### config.mk
export PLATFORM = sky130hd
export DESIGN_NAME = dma_reg_arbiter
export DESIGN_NICKNAME = d
export VERILOG_FILES = /design/src/rtl/dma_reg_pkg.sv /design/src/rtl/dma_reg_arbiter_rr.sv /design/src/rtl/dma_reg_arbiter.sv
export SDC_FILE = /design/constraint.sdc
export NUM_CORES = 1
export LEC_CHECK = 0
export CAP_MARGIN = 20
export CORE_AREA = 2 2 156 158
export CTS_BUF_LIST = sky130_fd_sc_hd__clkbuf_4
export DETAILED_ROUTE_END_ITERATION = 10
export DIE_AREA = 0 0 158 160
export PLACE_DENSITY = 0.61
export SLEW_MARGIN = 20
export SYNTH_ARGS = -nofsm -noshare
export SYNTH_HDL_FRONTEND = slang
export SYNTH_HIERARCHICAL = 1
export SYNTH_SLANG_ARGS = --single-unit
### constraint.sdc
create_clock -name clk -period 4.85 [get_ports clk]
set_input_delay 0.485 -clock clk [delete_from_list [all_inputs] [get_ports clk]]
set_output_delay 0.485 -clock clk [all_outputs]
set_load 0.05 [all_outputs]
### src/rtl/dma_reg_pkg.sv
// dma_reg_pkg: shared types and constants for the DMA register-bus arbiter.
//   arb_state_e         - sequencer states (IDLE, ISSUE, WAIT, RESP)
//   DMA_ADDR_W/DATA_W   - default register address/data widths
//   RD_LAT_MAX          - largest supported read latency
//   LAT_CNT_W           - width of the read-latency counter
package dma_reg_pkg;

  localparam int unsigned DMA_ADDR_W = 32;
  localparam int unsigned DMA_DATA_W = 32;
  localparam int unsigned RD_LAT_MAX = 8;
  localparam int unsigned LAT_CNT_W  = $clog2(RD_LAT_MAX + 1);

  typedef enum logic [1:0] {
    IDLE  = 2'd0,
    ISSUE = 2'd1,
    WAIT  = 2'd2,
    RESP  = 2'd3
  } arb_state_e;

endpackage

### src/rtl/dma_reg_arbiter_rr.sv
// rr_arbiter: combinational round-robin arbiter, reusable by any DMA channel.
//   req        in  N      request vector
//   last_grant in  IDX_W  index granted last time; search starts one above it
//   grant      out N      one-hot grant (zero when nothing requests)
//   grant_idx  out IDX_W  index of the granted requester
//   any        out 1      at least one request present
module rr_arbiter
  import dma_reg_pkg::*;
#(
  parameter int unsigned N     = 4,
  parameter int unsigned IDX_W = (N > 1) ? $clog2(N) : 1
) (
  input  logic [N-1:0]     req,
  input  logic [IDX_W-1:0] last_grant,
  output logic [N-1:0]     grant,
  output logic [IDX_W-1:0] grant_idx,
  output logic             any
);

  logic [IDX_W-1:0] cand;

  // Circular successor of base by off positions, always inside 0..N-1.
  function automatic logic [IDX_W-1:0] wrap_idx(input logic [IDX_W-1:0] base,
                                                input int unsigned      off);
    int unsigned s;
    s = (32'(base) + off) % N;
    return IDX_W'(s);
  endfunction

  // First requester found walking last_grant+1, +2, ... wraps back to last_grant.
  always_comb begin
    grant     = '0;
    grant_idx = '0;
    any       = 1'b0;
    cand      = '0;
    for (int unsigned off = 1; off <= N; off++) begin
      cand = wrap_idx(last_grant, off);
      if (!any && req[cand]) begin
        any       = 1'b1;
        grant_idx = cand;
      end
    end
    grant[grant_idx] = any;
  end

endmodule

### src/rtl/dma_reg_arbiter.sv
// dma_reg_arbiter: shares one DMA register port among NUM_REQ requesters.
// Round-robin picks a winner in IDLE, the transaction is issued as a single
// valid beat, reads wait RD_LAT cycles for rdata, and a one-cycle rsp_valid
// pulse is returned to the owning requester.
//   clk, reset             clock, asynchronous active-high reset
//   req_valid/req_wr_en    per-requester request and direction (1 = write)
//   req_addr/req_wdata     packed per-requester payloads (i*W +: W)
//   req_ready              one-hot accept strobe, combinational, IDLE only
//   rsp_valid/rsp_rdata    one-hot completion pulse and shared read data
//   busy                   state is not IDLE
//   addr/wr_en/valid/wdata register-bus request side
//   rdata                  register-bus read data
module dma_reg_arbiter
  import dma_reg_pkg::*;
#(
  parameter int unsigned NUM_REQ = 4,
  parameter int unsigned ADDR_W  = DMA_ADDR_W,
  parameter int unsigned DATA_W  = DMA_DATA_W,
  parameter int unsigned RD_LAT  = 1
) (
  input  logic                      clk,
  input  logic                      reset,
  input  logic [NUM_REQ-1:0]        req_valid,
  input  logic [NUM_REQ-1:0]        req_wr_en,
  input  logic [NUM_REQ*ADDR_W-1:0] req_addr,
  input  logic [NUM_REQ*DATA_W-1:0] req_wdata,
  output logic [NUM_REQ-1:0]        req_ready,
  output logic [NUM_REQ-1:0]        rsp_valid,
  output logic [DATA_W-1:0]         rsp_rdata,
  output logic                      busy,
  output logic [ADDR_W-1:0]         addr,
  output logic                      wr_en,
  output logic                      valid,
  output logic [DATA_W-1:0]         wdata,
  input  logic [DATA_W-1:0]         rdata
);

  localparam int unsigned IDX_W = (NUM_REQ > 1) ? $clog2(NUM_REQ) : 1;

  arb_state_e             state_q, state_d;
  logic [IDX_W-1:0]       last_grant_q;
  logic [IDX_W-1:0]       owner_q;
  logic [LAT_CNT_W-1:0]   cnt_q;

  logic [NUM_REQ-1:0]     grant;
  logic [IDX_W-1:0]       grant_idx;
  logic                   grant_any;
  logic                   accept;
  logic                   lat_done;
  logic [NUM_REQ-1:0]     rsp_vec;

  logic [ADDR_W-1:0]      addr_arr  [NUM_REQ];
  logic [DATA_W-1:0]      wdata_arr [NUM_REQ];

  always_comb begin
    for (int unsigned i = 0; i < NUM_REQ; i++) begin
      addr_arr[i]  = req_addr[i*ADDR_W +: ADDR_W];
      wdata_arr[i] = req_wdata[i*DATA_W +: DATA_W];
    end
  end

  rr_arbiter #(
    .N     (NUM_REQ),
    .IDX_W (IDX_W)
  ) u_rr (
    .req        (req_valid),
    .last_grant (last_grant_q),
    .grant      (grant),
    .grant_idx  (grant_idx),
    .any        (grant_any)
  );

  // reset gates req_ready directly so nothing is offered while it is held.
  always_comb begin
    req_ready = '0;
    if (state_q == IDLE && !reset && grant_any) req_ready = grant;
  end

  assign accept   = |(req_valid & req_ready);
  assign lat_done = (cnt_q <= LAT_CNT_W'(1));

  always_comb begin
    rsp_vec          = '0;
    rsp_vec[owner_q] = 1'b1;
  end

  always_ff @(posedge clk or posedge reset) begin
    if (reset) state_q <= IDLE;
    else       state_q <= state_d;
  end

  always_comb begin
    state_d = state_q;
    case (state_q)
      IDLE:    if (accept) state_d = ISSUE;
      ISSUE:   state_d = wr_en ? RESP : WAIT;
      WAIT:    if (lat_done) state_d = RESP;
      RESP:    state_d = IDLE;
      default: state_d = IDLE;
    endcase
  end

  // valid, rsp_valid and busy are registered from state_d so they line up
  // with the state they describe.
  always_ff @(posedge clk or posedge reset) begin
    if (reset) begin
      last_grant_q <= IDX_W'(NUM_REQ - 1);
      owner_q      <= '0;
      cnt_q        <= '0;
      valid        <= 1'b0;
      wr_en        <= 1'b0;
      addr         <= '0;
      wdata        <= '0;
      rsp_valid    <= '0;
      rsp_rdata    <= '0;
      busy         <= 1'b0;
    end else begin
      valid     <= (state_d == ISSUE);
      busy      <= (state_d != IDLE);
      rsp_valid <= (state_d == RESP) ? rsp_vec : '0;

      if (accept) begin
        wr_en        <= req_wr_en[grant_idx];
        addr         <= addr_arr[grant_idx];
        wdata        <= wdata_arr[grant_idx];
        owner_q      <= grant_idx;
        last_grant_q <= grant_idx;
      end

      if (state_q == ISSUE && !wr_en) begin
        cnt_q <= LAT_CNT_W'(RD_LAT);
      end else if (state_q == WAIT) begin
        cnt_q <= cnt_q - LAT_CNT_W'(1);
        if (lat_done) rsp_rdata <= rdata;
      end
    end
  end

endmodule

After elaboration in Yosys (flattened, before gate mapping)
Index checks and enable logic that the tools add are counted.
Storage, ports and cells
  bits in registers: 113
Cells by class
  $add $sub $neg: 5
  magnitude comparators: 10
  equality and inequality tests: 5
  muxes and demuxes: 36
  bitwise logic cells: 4
  reduce and logical (&&, ||, !) cells: 18
Operators by type and width (number)
  32-bit binary-select mux with 2-bit select: 2
  32-bit two-way mux: 4
  2-bit by 3-bit less-than comparator with 1-bit output, second input constant: 6
  4-bit two-way mux: 4
  1-bit two-way mux: 12
  2-bit two-way mux: 6
  1-bit binary-select mux with 2-bit select: 5
  4-bit AND: 2
  1-bit logical AND: 8
  2-bit one-hot mux with 4 select lines: 1
  2-bit equality test, second input constant: 3
  1-bit logical NOT: 5
  2-bit by 1-bit adder with 2-bit output, second input constant: 2
  2-bit adder, second input constant: 2
  1-bit demux with 2-bit select: 2
  2-bit by 1-bit equality test with 1-bit output, second input constant: 2
  2-bit by 1-bit >= comparator with 1-bit output, second input constant: 2
  4-bit by 1-bit less-or-equal comparator with 1-bit output, second input constant: 1
  2-bit nonzero test: 2
  4-bit OR reduction: 1
  4-bit by 1-bit subtractor with 4-bit output, second input constant: 1
  3-bit >= comparator, second input constant: 1
  2-bit inverter with 3-bit output: 1
  3-bit AND reduction: 1
  other kinds (2): 2

Logic depth before layout (Yosys ltp)
Gate-level depths: netlist (run 1).
  depth in word-level cells: 25
  mapped depth: 9
  mapped depth without buffers: 6

Hierarchy
Netlist (run 1), hierarchy kept.
By module, submodules not included
  dma_reg_arbiter: times used 1, cells an instance 356, area an instance 6110.9 µm², seq. area each 2830.2 µm²
  rr_arbiter: times used 1, cells an instance 34, area an instance 222.7 µm², seq. area each 0.0 µm²

Worst setup path before layout (run 1)
No wires, ideal clock.
  path type: input-to-reg
  start point: input req_valid[0]
  end point: register wdata[19]
  data arrival time: 2.328 ns
  data required time: 4.725 ns
  slack: 2.397 ns
  cell stages on the path: 8
  path through: buf_6 -> o21ai_1 -> o21ai_1 -> a211oi_1 -> buf_2 -> clkbuf_1 -> mux4_2 -> mux2_4
On the way
  word-level cells in the longest chain between the ends: 20
  elaborated cells between the ends (all ways): 36
  those cells by class: 2 x order compare; 22 x mux; 3 x bitwise; 9 x reduce/logical
Ends and longest elaborated chain
  start, declared: line dma_reg_arbiter.sv:23  | input logic [NUM_REQ-1:0] req_valid,
  1-bit binary-select mux with 2-bit select: line dma_reg_arbiter_rr.sv:38  | if (!any && req[cand]) begin
  1-bit two-way mux (implied by the code): line dma_reg_arbiter_rr.sv:38
  1-bit two-way mux: line dma_reg_arbiter_rr.sv:38
  1-bit logical NOT: line dma_reg_arbiter_rr.sv:38
  1-bit logical AND: line dma_reg_arbiter_rr.sv:38
  1-bit two-way mux: line dma_reg_arbiter_rr.sv:38
  1-bit logical NOT: line dma_reg_arbiter_rr.sv:38
  1-bit logical AND: line dma_reg_arbiter_rr.sv:38
  [4 not listed]
  via grant_idx[1]: line dma_reg_arbiter.sv:46  | logic [IDX_W-1:0] grant_idx;
  2-bit by 3-bit less-than comparator with 1-bit output (implied by the code) / 2-bit by 1-bit >= comparator with 1-bit output (equally long branches): line dma_reg_arbiter_rr.sv:43  | grant[grant_idx] = any;
  1-bit logical AND (implied by the code): line dma_reg_arbiter_rr.sv:43
  1-bit two-way mux (implied by the code): line dma_reg_arbiter_rr.sv:43
  1-bit demux with 2-bit select
  4-bit AND (no line)
  4-bit two-way mux: line dma_reg_arbiter.sv:76  | if (state_q == IDLE && !reset && grant_any) req_ready = grant;
  4-bit AND: line dma_reg_arbiter.sv:79  | assign accept = |(req_valid & req_ready);
  4-bit OR reduction: line dma_reg_arbiter.sv:79
  end signal, assigned: line dma_reg_arbiter.sv:125  | wdata <= wdata_arr[grant_idx];
  end, declared: line dma_reg_arbiter.sv:34  | output logic [DATA_W-1:0] wdata,
Mark *: on every way through the listed nets, which the timed path passes. The rest lies on a longest branch. The select of a mux whose other input is x is not followed.
A chain may end at the register's enable or synchronous reset.

Worst setup path after layout (run 1)
  start point: register last_grant_q[1]
  end point: output req_ready[0]
On the way
  word-level cells in the longest chain between the ends: 19
  elaborated cells between the ends (all ways): 34
  those cells by class: 4 x add/sub; 2 x order compare; 19 x mux; 1 x bitwise; 8 x reduce/logical
Ends and longest elaborated chain
  start, declared: line dma_reg_arbiter.sv:41  | logic [IDX_W-1:0] last_grant_q;
  start signal, assigned: line dma_reg_arbiter.sv:107  | last_grant_q <= IDX_W'(NUM_REQ - 1);
  start signal, assigned: line dma_reg_arbiter.sv:127  | last_grant_q <= grant_idx;
  2-bit by 1-bit adder with 2-bit output: line dma_reg_arbiter_rr.sv:26  | s = (32'(base) + off) % N;
  1-bit binary-select mux with 2-bit select: line dma_reg_arbiter_rr.sv:38
  1-bit two-way mux (implied by the code): line dma_reg_arbiter_rr.sv:38
  1-bit two-way mux: line dma_reg_arbiter_rr.sv:38
  1-bit logical NOT: line dma_reg_arbiter_rr.sv:38
  1-bit logical AND: line dma_reg_arbiter_rr.sv:38
  1-bit two-way mux: line dma_reg_arbiter_rr.sv:38
  1-bit logical NOT: line dma_reg_arbiter_rr.sv:38
  [4 not listed]
  2-bit two-way mux: line dma_reg_arbiter_rr.sv:38
  2-bit by 3-bit less-than comparator with 1-bit output (implied by the code) / 2-bit by 1-bit >= comparator with 1-bit output (equally long branches): line dma_reg_arbiter_rr.sv:43
  1-bit logical AND (implied by the code): line dma_reg_arbiter_rr.sv:43
  1-bit two-way mux (implied by the code): line dma_reg_arbiter_rr.sv:43
  1-bit demux with 2-bit select
  4-bit AND (no line) (*)
  via grant[0]: line dma_reg_arbiter.sv:45  | logic [NUM_REQ-1:0] grant;
  4-bit two-way mux (*): line dma_reg_arbiter.sv:76
  end, declared: line dma_reg_arbiter.sv:27  | output logic [NUM_REQ-1:0] req_ready,
Marks and branches as above.

==> flow_summary.yaml, run 1 <==
status:
  status: "finished, final reports clean"
placed_design:
  hpwl_mm: 17.8
  place.gp.congestion: 0.950
  place_inst: 1094
  placed_area_um2: 10600
  portBuffers: 404
global_routing:
  antenna_found_initial: 3
  grt_busiest_layer: "met2"
  use_met1_pct: 20.1
  grt_max_degree: 67
  grt_pass1_wl_mm: 33.1
  overflow: 0
  grt_pass1_vias: 5823
  use_met3_pct: 4.75
  track_usage_pct: 17.6
  use_met2_pct: 31.0
synthesis:
  synthMuxAreaShare_pct: 42.6
  yosysUniqueCellTypes: 48
  syn_nets: 694
  async_reset_ff_share_pct: 100
  synth_compound_area_share_pct: 3.60
  ys_top_cells_by_count: "dfrtp_1, mux2_2, mux4_2"
  avgSynthCellArea_um2: 16.2
  synth-xor-area-share_pct: 0.415
  synth-seq-area-share_pct: 44.7
  synth_top_family_by_area: "multiplexers"
  ys_ff_latch: 113
  syn_inst: 390
  synthAdderAreaFrac_pct: 1.19
  synthFlopType: "dfrtp_1"
  ys_top_cells_by_area: "dfrtp_1, mux4_2, mux2_2"
  synth_top_area_share_pct: 43.9
  synth_most_common_cell: "dfrtp_1"
  synth-edff-count: 0
  yosys_warnings: 6
  yosysTopAreaCell: "dfrtp_1"
  netlist_area_um2: 6330
  synth-simple-area-share_pct: 2.96
pwr:
  switchingPower_uw: 3240
  sequentialPowerShare_pct: 24.5
  p_clk_share_pct: 11.1
  p_int_uw: 3750
  p_total_uw: 6990
  combPwrFrac_pct: 64.3
  power.switching_fraction_pct: 46.4
  leakage_uw: 0.00426
  cellPowerDensity_nw_per_um2: 637
  peakVddDrop_mv: 0.245
clocking:
  clk_pin_slew_ns: 0.13
  cts_tree: "done"
  clkSinkCount: 113
  root_buffer: "clkbuf_4"
  clockBufferDepth: 2
  clk_latency_ns: 0.51
  numCtsBuffers: 17
  post_cts.repair.setup_buffers: 0
  post_cts_resized: 0
  postCtsHoldBufs: 0
  h-tree-depth: 4
finish:
  final_core_util_pct: 46.0
  stdcell_count: 1130
  fill_cells: 2185
  area_growth_pct: 73.0
  final_cell_area_um2: 11000
  layout-drive-gt1-share_pct: 26.8
  nets: 1094
routing:
  vias: 5206
  ant_nets: 0
  wl_mm: 22.2
  drt_first_iter_violations: 184
  first_pass_iters: 4
  drc: 0
  vias_per_cell: 4.61
  wl_per_cell_um: 19.7
floorplan:
  core_um2: 23800
  die_area_um2: 25300
  boundaryPins: 405
  initial_core_util_pct: 26.6
  die_h_um: 160
  row_count: 57
  dieWidth_um: 158
worst_setup_path:
  critPathLaunchType: "flop"
  cp_data_arrival_time_ns: 2.73
  reg2regPathDepth: 7
  crit_fanout: 14
  critPathRequiredTime_ns: 4.37
  crit_type: "flop to output pin"
  critPathCaptureType: "output pin"
sta:
  final_max_slew_viol_count: 0
  hold_viol: 0
  fin_crit_sh_pct: 66.3
  worst_slew_pin_slew_ns: 0.715
  setup_viol: 0
  fmax_mhz: 311
  clock_skew_ns: 0.0209
  rsz0062_at_grt: "false"
  relSlewSlack_pct: 52.3
  period_needed_ns: 3.22
  tns_ns: 0
job:
  maxCapViolCount: 0
hold_path:
  hold_path.class: "input pin to asynchronous set/reset pin"
registers in the layout, indices dropped and copies added, names as in the netlist:
| name | cells |
|---|---|
| wdata | 32 |
| rsp_rdata | 32 |
| valid | 1 |
| last_grant_q | 2 |
| cnt_q | 4 |
| addr | 32 |
| wr_en | 1 |
| owner_q | 2 |
| rsp_valid | 4 |
| busy | 1 |
| state_q | 2 |
metal layers:
metal	share of wire, %	wire, um	up-vias
li1	-	-	2333
met1	38	8490	2585
met2	52	11600	253
met3	6.9	1540	33
met4	2.8	612	2
met5	0.058	13	-
cell usage in the layout, fill, tap and decap left out, types with 2 or more instances in the layout:
cell             Yosys  final
a211oi_1             7      6
a21oi_1              5      5
a22o_1               2      2
and2_1               5      5
and2b_1              2      2
and3b_1              2      2
buf_4                8      7
bufinv_16            0      3
clkbuf_4             0     17
clkdlybuf4s50_1      0    404
clkinv_2             0      3
clkinv_4             0      4
dfrtp_1            111    111
dfstp_2              2      2
diode_2              0      3
ha_1                 6      6
inv_1                8      7
inv_6                0      4
mux2_2              75     75
mux2_4              25     25
mux4_2              65     65
nand2_1              5      5
nor2_1               7      7
nor2b_1              3      3
o21ai_1              2      2
o21bai_1             2      2
xnor2_1              2      2
area by class of cell:
type	instances	area, um^2	share of cell area, %
Clock buffer	17	128	1.16
Clock inverter	15	183	1.67
Sequential cell	113	2830	25.8
Tap cell	324	405	3.70
Multi-Input combinational cell	238	3250	29.6
Antenna cell	3	7.51	0.0685
Inverter	8	32.5	0.297
Timing Repair Buffer	412	4120	37.6
logic make-up (layout without fill, tap and decap cells):
family,count (synthesis),count (layout)
muxes,166,166
DFF,113,113
buffers and inverters,39,452
and+or+nand+nor,32,32
AOI/OAI and AO/OA,31,31
adders and majority gates,6,6
xor gates and xnor gates,3,3
other,0,3
path summary, 6_finish.rpt:
| path | from | endpoint | slack, ns |
|---|---|---|---|
| worst max-delay path | last_grant_q[1] | req_ready[0] | 1.63 |
| worst min-delay path | reset | rsp_rdata[19] | 0.33 |
| worst max register to register | last_grant_q[1] | owner_q[0] | 2.09 |
| worst min register to register | rsp_rdata[23] | rsp_rdata[23] | 0.50 |
| max in group asynchronous | reset | wdata[19] | 3.49 |
| min in group clk | rsp_rdata[23] | rsp_rdata[23] | 0.50 |
per-stage QoR:
step | setup slack [ns] | hold WS, ns
6_report | 1.63 | 0.332
5_1_grt | 1.49 | 0.314
4_1_cts | 1.58 | 0.301
3_5_place_dp | 1.42 | 0.482
3_3_place_gp | 1.60 | 0.475
2_1_floorplan | 1.38 | 0.464
worst max-delay path: stages, from the launching register on:
cell             delay (ns)
dfstp_2                0.70
and2b_1                0.23
nor2_1                 0.13
o221a_1                0.23
and2_1                 0.13
clkdlybuf4s50_1        0.81
power groups by stage:
stage	clock [uW]	sequential, uW	combinational [uW]
3_5_place_dp	0	1730	4540
4_1_cts	818	1720	4550
5_1_grt	855	1780	4720
3_3_place_gp	0	1720	4480
2_1_floorplan	0	3180	1630
6_report	779	1710	4490
Power figures use the tool's default switching activity.
==> run 2, diff against run 1 <==
--- a/config.mk
+++ b/config.mk
@@ -6,11 +6,11 @@
 export NUM_CORES = 1
 export LEC_CHECK = 0
 export CAP_MARGIN = 20
-export CORE_AREA = 2 2 156 158
+export CORE_AREA = 2 2 157 159
 export CTS_BUF_LIST = sky130_fd_sc_hd__clkbuf_4
 export DETAILED_ROUTE_END_ITERATION = 10
-export DIE_AREA = 0 0 158 160
-export PLACE_DENSITY = 0.61
+export DIE_AREA = 0 0 159 161
+export PLACE_DENSITY = 0.63
 export SLEW_MARGIN = 20
 export SYNTH_ARGS = -nofsm -noshare
 export SYNTH_HDL_FRONTEND = slang
==> constraint.sdc (replaced) <==
create_clock -name clk -period 2.8 [get_ports clk]
set_input_delay 0.28 -clock clk [delete_from_list [all_inputs] [get_ports clk]]
set_output_delay 0.28 -clock clk [all_outputs]
set_load 0.05 [all_outputs]
==> run 2 against run 1 <==
  * Critical endpoint is now addr[17]
  * Sequential power is 73% higher
  * Worst hold slack worse by 0.037 ns
  * Largest cell class unchanged
  * Largest power group unchanged
  * Sequential share of layout area is 0.31 points lower
  * Non-clock buffer count is 6 higher
  * Setup slack worse by 1.3 ns
  * Global-route usage is 0.16 points lower
  * Highest routed layer unchanged
  * Routed wire length is 0.46% lower
  * Flip-flop and latch count stayed put
  * Register-to-register slack worse by 1.7 ns
  * Die area is 1.3% higher
  * Design area is 1.2% higher
==> flow_summary.yaml, run 2 (synthesis results as in run 1) <==
clocking:
  post_cts_resized: 0
  clk_latency_ns: 0.51
  clkSinkCount: 113
  h-tree-depth: 4
  postCtsHoldBufs: 0
  post_cts.repair.setup_buffers: 0
  cts_tree: "done"
  clockBufferDepth: 2
  root_buffer: "clkbuf_4"
  numCtsBuffers: 17
  clk_pin_slew_ns: 0.13
sta:
  fin_crit_sh_pct: 87.7
  setup_viol: 0
  final_max_slew_viol_count: 0
  period_needed_ns: 2.46
  clock_skew_ns: 0.0325
  worst_slew_pin_slew_ns: 0.820
  setup_ws_ns: 0.345
  fmax_mhz: 407
  hold_viol: 0
  relSlewSlack_pct: 45.2
  rsz0062_at_grt: "false"
  hold-worst-slack_ns: 0.295
global_routing:
  track_usage_pct: 17.4
  grt_max_degree: 43
  grt_pass1_vias: 5729
  overflow: 0
  antenna_found_initial: 2
  grt_pass1_wl_mm: 34.0
floorplan:
  boundaryPins: 405
  die_area_um2: 25600
  dieWidth_um: 159
  row_count: 57
  die_h_um: 161
  initial_core_util_pct: 26.4
  core_um2: 24000
worst_setup_path:
  crit_type: "flop to flop"
  critPathRequiredTime_ns: 3.19
  cp_data_arrival_time_ns: 2.84
  cp_slowest_cell: "dfstp_2"
  critPathLaunchType: "flop"
  cp_cell_sequence: "a21oi_1 > o221ai_4 > buf_6 > mux4_2 > mux2_2"
  max_stage_delay_ns: 0.70
  crit_fanout: 32
  critPathCaptureType: "flop"
finish:
  largestRegisters: "addr (32), rsp_rdata (32), wdata (32)"
  final_core_util_pct: 46.3
  fill_cells: 2251
  final_common_cell: "clkdlybuf4s50_1"
  final_cell_area_um2: 11100
  layout-drive-gt1-share_pct: 27.6
  nets: 1100
  layout_common_cells: "clkdlybuf4s50_1, dfrtp_1, mux2_2"
  area_growth_pct: 75.1
routing:
  ant_nets: 0
  drt_first_iter_violations: 188
  first_pass_iters: 4
  wl_mm: 22.1
  wl_per_cell_um: 19.5
  vias: 5165
  drc: 0
  vias_per_cell: 4.56
placed_design:
  portBuffers: 404
  hpwl_mm: 17.3
  place.gp.congestion: 0.823
  pre_cts_ws_ns: -0.0973
  placed_area_um2: 10700
status:
  status: "finished, final reports clean"
pwr:
  p_total_uw: 12300
  leakage_uw: 0.00433
  peakVddDrop_mv: 0.463
  cellPowerDensity_nw_per_um2: 1110
hold_path:
  hold_path.class: "input pin to asynchronous set/reset pin"
job:
  maxCapViolCount: 0
-- run 2: cell count changes in the layout (fill, tap and decap cells not counted), sizes merged --
cell | before | now
buf | 8 | 18
clkinv | 7 | 4
inv | 12 | 9
clkinvlp | 1 | 4
clkdlybuf4s50 | 404 | 400
diode | 3 | 1
bufinv | 3 | 5
-- run 2: worst paths after layout --
kind / start / to / slack, ns / depth (start not counted)
max: last_grant_q[1] / addr[17] / 0.34 / 5
min: reset / wr_en / 0.29 / 2
max reg2reg: last_grant_q[1] / addr[17] / 0.34 / 5
min reg2reg: rsp_rdata[23] / rsp_rdata[23] / 0.49 / 1
max in group asynchronous: reset / rsp_rdata[11] / 1.80 / 3
min in group clk: rdata[15] / rsp_rdata[15] / 0.37 / 2
-- run 2: worst max-delay path: cells and delay by family (launching register included) --
family	cells	cell delay [ns]
flip-flops	1	0.70
buffers and inverters	1	0.41
multiplexers	2	0.83
AO/OA/AOI/OAI	2	0.38
-- run 2: through the flow --
stage	setup TNS, ns	cells
floorplan	0	390
global placement	-1.03	1101
detailed placement	-2.49	1101
CTS	0	1132
global route	0	1133
finish	0	1133
-- run 2: power breakdown --
group / switching [uW] / leakage [uW] / internal, uW
Clock: 705 / 0.000172 / 794
Sequential: 495 / 0.00135 / 2460
Combinational: 4380 / 0.00280 / 3450
-- run 2: cell type report --
class / instances / area, um^2 / share of cell area, %
Tap cell: 324 / 405 / 3.65
Antenna cell: 1 / 2.50 / 0.0226
Inverter: 8 / 33.8 / 0.305
Timing Repair Buffer: 418 / 4230 / 38.1
Clock inverter: 14 / 213 / 1.92
Multi-Input combinational cell: 238 / 3250 / 29.3
Clock buffer: 17 / 128 / 1.15
Sequential cell: 113 / 2830 / 25.5
-- run 2: metal layers --
layer  track usage [%]  vias up  part of all wire (%)
li1                  -     2330                     -
met1              20.7     2571                    40
met2              30.6      249                    51
met3              6.01       13                   7.9
met4              3.93        2                   1.1
met5                 0        -                 0.045
==> run 3, diff against run 2 <==
--- a/config.mk
+++ b/config.mk
@@ -10,6 +10,7 @@
 export CTS_BUF_LIST = sky130_fd_sc_hd__clkbuf_4
 export DETAILED_ROUTE_END_ITERATION = 10
 export DIE_AREA = 0 0 159 161
+export GPL_TIMING_DRIVEN = 0
 export PLACE_DENSITY = 0.63
 export SLEW_MARGIN = 20
 export SYNTH_ARGS = -nofsm -noshare
==> run 3 against run 2 <==
  * Worst hold slack worse by 0.24 ns
  * First-iteration DRC count down 14%
  * Via count is 2.0% higher
  * Clock skew down 0.016 ns
  * Die area unchanged
  * Critical endpoint is now wdata[0]
  * Sequential share of layout area decreased by 0.21 points
  * Flip-flop and latch count is the same
  * Maximum frequency down 7.8%
  * Global-route usage increased by 0.69 points
  * Register-to-register slack worse by 0.21 ns
  * Clock-buffer cell count grew 1
  * Largest cell class unchanged
  * Critical path depth is 2 higher
  * Largest power group unchanged
==> flow_summary.yaml, run 3 (synthesis results as in run 1) <==
clocking:
  numCtsBuffers: 17
  clkSinkCount: 113
  root_buffer: "clkbuf_4"
  clk_pin_slew_ns: 0.12
  cts_tree: "done"
  h-tree-depth: 4
  clockBufferDepth: 2
  postCtsHoldBufs: 0
  clk_latency_ns: 0.52
  post_cts.repair.setup_buffers: 0
global_routing:
  grt_pass1_wl_mm: 35.1
  track_usage_pct: 18.1
  grt_max_degree: 31
  grt_pass1_vias: 5876
  overflow: 0
  antenna_found_initial: 2
worst_setup_path:
  cp_data_arrival_time_ns: 3.07
  critPathCaptureType: "flop"
  max_stage_delay_ns: 0.59
  crit_path_frequent_cell: "buf_4"
  critPathRequiredTime_ns: 3.21
  crit_type: "flop to flop"
  critPathLaunchType: "flop"
  cp_slowest_cell: "dfstp_2"
  cp_cell_sequence: "buf_4 > a211oi_1 > a211oi_2 > buf_4 > clkbuf_2 > mux4_2 > mux2_4"
  crit_fanout: 10
placed_design:
  placed_area_um2: 10900
  portBuffers: 404
  place.gp.congestion: 0.775
  hpwl_mm: 18.6
floorplan:
  die_area_um2: 25600
  die_h_um: 161
  boundaryPins: 405
  row_count: 57
  initial_core_util_pct: 26.4
  dieWidth_um: 159
  core_um2: 24000
sta:
  fin_crit_sh_pct: 95.1
  tns_ns: 0
  fmax_mhz: 376
  rsz0062_at_grt: "false"
  relSlewSlack_pct: 52.4
  clock_skew_ns: 0.0162
  worst_slew_pin_slew_ns: 0.714
  setup_viol: 0
  final_max_slew_viol_count: 0
  hold_viol: 0
  period_needed_ns: 2.66
finish:
  largestRegisters: "addr (32), rsp_rdata (32), wdata (32)"
  area_growth_pct: 76.6
  nets: 1121
  final_common_cell: "clkdlybuf4s50_1"
  layout-drive-gt1-share_pct: 28.6
  fill_cells: 2238
  layout_common_cells: "clkdlybuf4s50_1, dfrtp_1, mux2_2"
  final_cell_area_um2: 11200
routing:
  ant_nets: 0
  vias_per_cell: 4.55
  wl_per_cell_um: 19.8
  vias: 5268
  wl_mm: 22.9
  first_pass_iters: 4
  drc: 0
  drt_first_iter_violations: 161
pwr:
  cellPowerDensity_nw_per_um2: 1100
  leakage_uw: 0.00442
  peakVddDrop_mv: 0.602
status:
  status: "finished, final reports clean"
hold_path:
  hold_path.class: "input pin to asynchronous set/reset pin"
job:
  maxCapViolCount: 0
run 3: routing by layer:
layer | wire length (um) | vias up | GRT usage, %
met4 | 355 | 0 | 5.21
met5 | 0 | - | 0
met2 | 11900 | 267 | 32.1
met1 | 8890 | 2601 | 21.0
li1 | - | 2381 | -
met3 | 1790 | 19 | 6.03
run 3: repair_timing:
item                                    4_1_cts  5_1_grt
pin swaps                                     0        0
gates resized for setup                       9        2
endpoints found under the setup margin       35        1
run 3: power by group:
| group | leakage [uW] | internal [uW] | switching [uW] |
|---|---|---|---|
| combinational | 0.00291 | 3550 | 4530 |
| clock | 0.000160 | 627 | 699 |
| sequential | 0.00135 | 2460 | 464 |
| total | 0.00442 | 6640 | 5690 |
run 3: cell type report:
class	instances	area [um^2]	area share [%]
Timing Repair Buffer	408	4120	36.9
Multi-Input combinational cell	238	3220	28.8
Sequential cell	113	2830	25.3
Tap cell	324	405	3.62
Buffer	31	268	2.39
Clock inverter	14	164	1.47
Clock buffer	18	135	1.21
Inverter	8	33.8	0.302
Antenna cell	4	10.0	0.0895
run 3: worst paths after layout:
kind / startpoint / to / slack (ns) / cells after the start
max in group asynchronous: reset / wdata[28] / 2.06 / 4
hold reg to reg: rsp_rdata[23] / rsp_rdata[23] / 0.49 / 1
min in group clk: rdata[10] / rsp_rdata[10] / 0.36 / 2
setup / recovery: last_grant_q[1] / wdata[0] / 0.14 / 7
setup reg to reg: last_grant_q[1] / wdata[0] / 0.14 / 7
hold / removal: reset / state_q[1] / 0.06 / 2
run 3: worst max-delay path: cells and delay by family, from the launching register on:
kind / cells / cell delay, ns
buf+inv: 3 / 0.86
mux: 2 / 0.66
flops: 1 / 0.59
compound gates: 2 / 0.43
run 3: stage by stage:
stage | power, uW | std cells | hold WS [ns] | util, % | setup slack, ns
floorplan | 8330 | 390 | 0.415 | - | 0.395
CTS | 12500 | 1154 | 0.00742 | 46.7 | 0.0938
global placement | 11000 | 1118 | 0.468 | 45.0 | -0.689
finish | 12300 | 1158 | 0.0580 | 46.7 | 0.138
detailed placement | 11100 | 1122 | 0.476 | 45.4 | -0.797
global route | 13000 | 1157 | 0.0139 | 46.7 | 0.0238
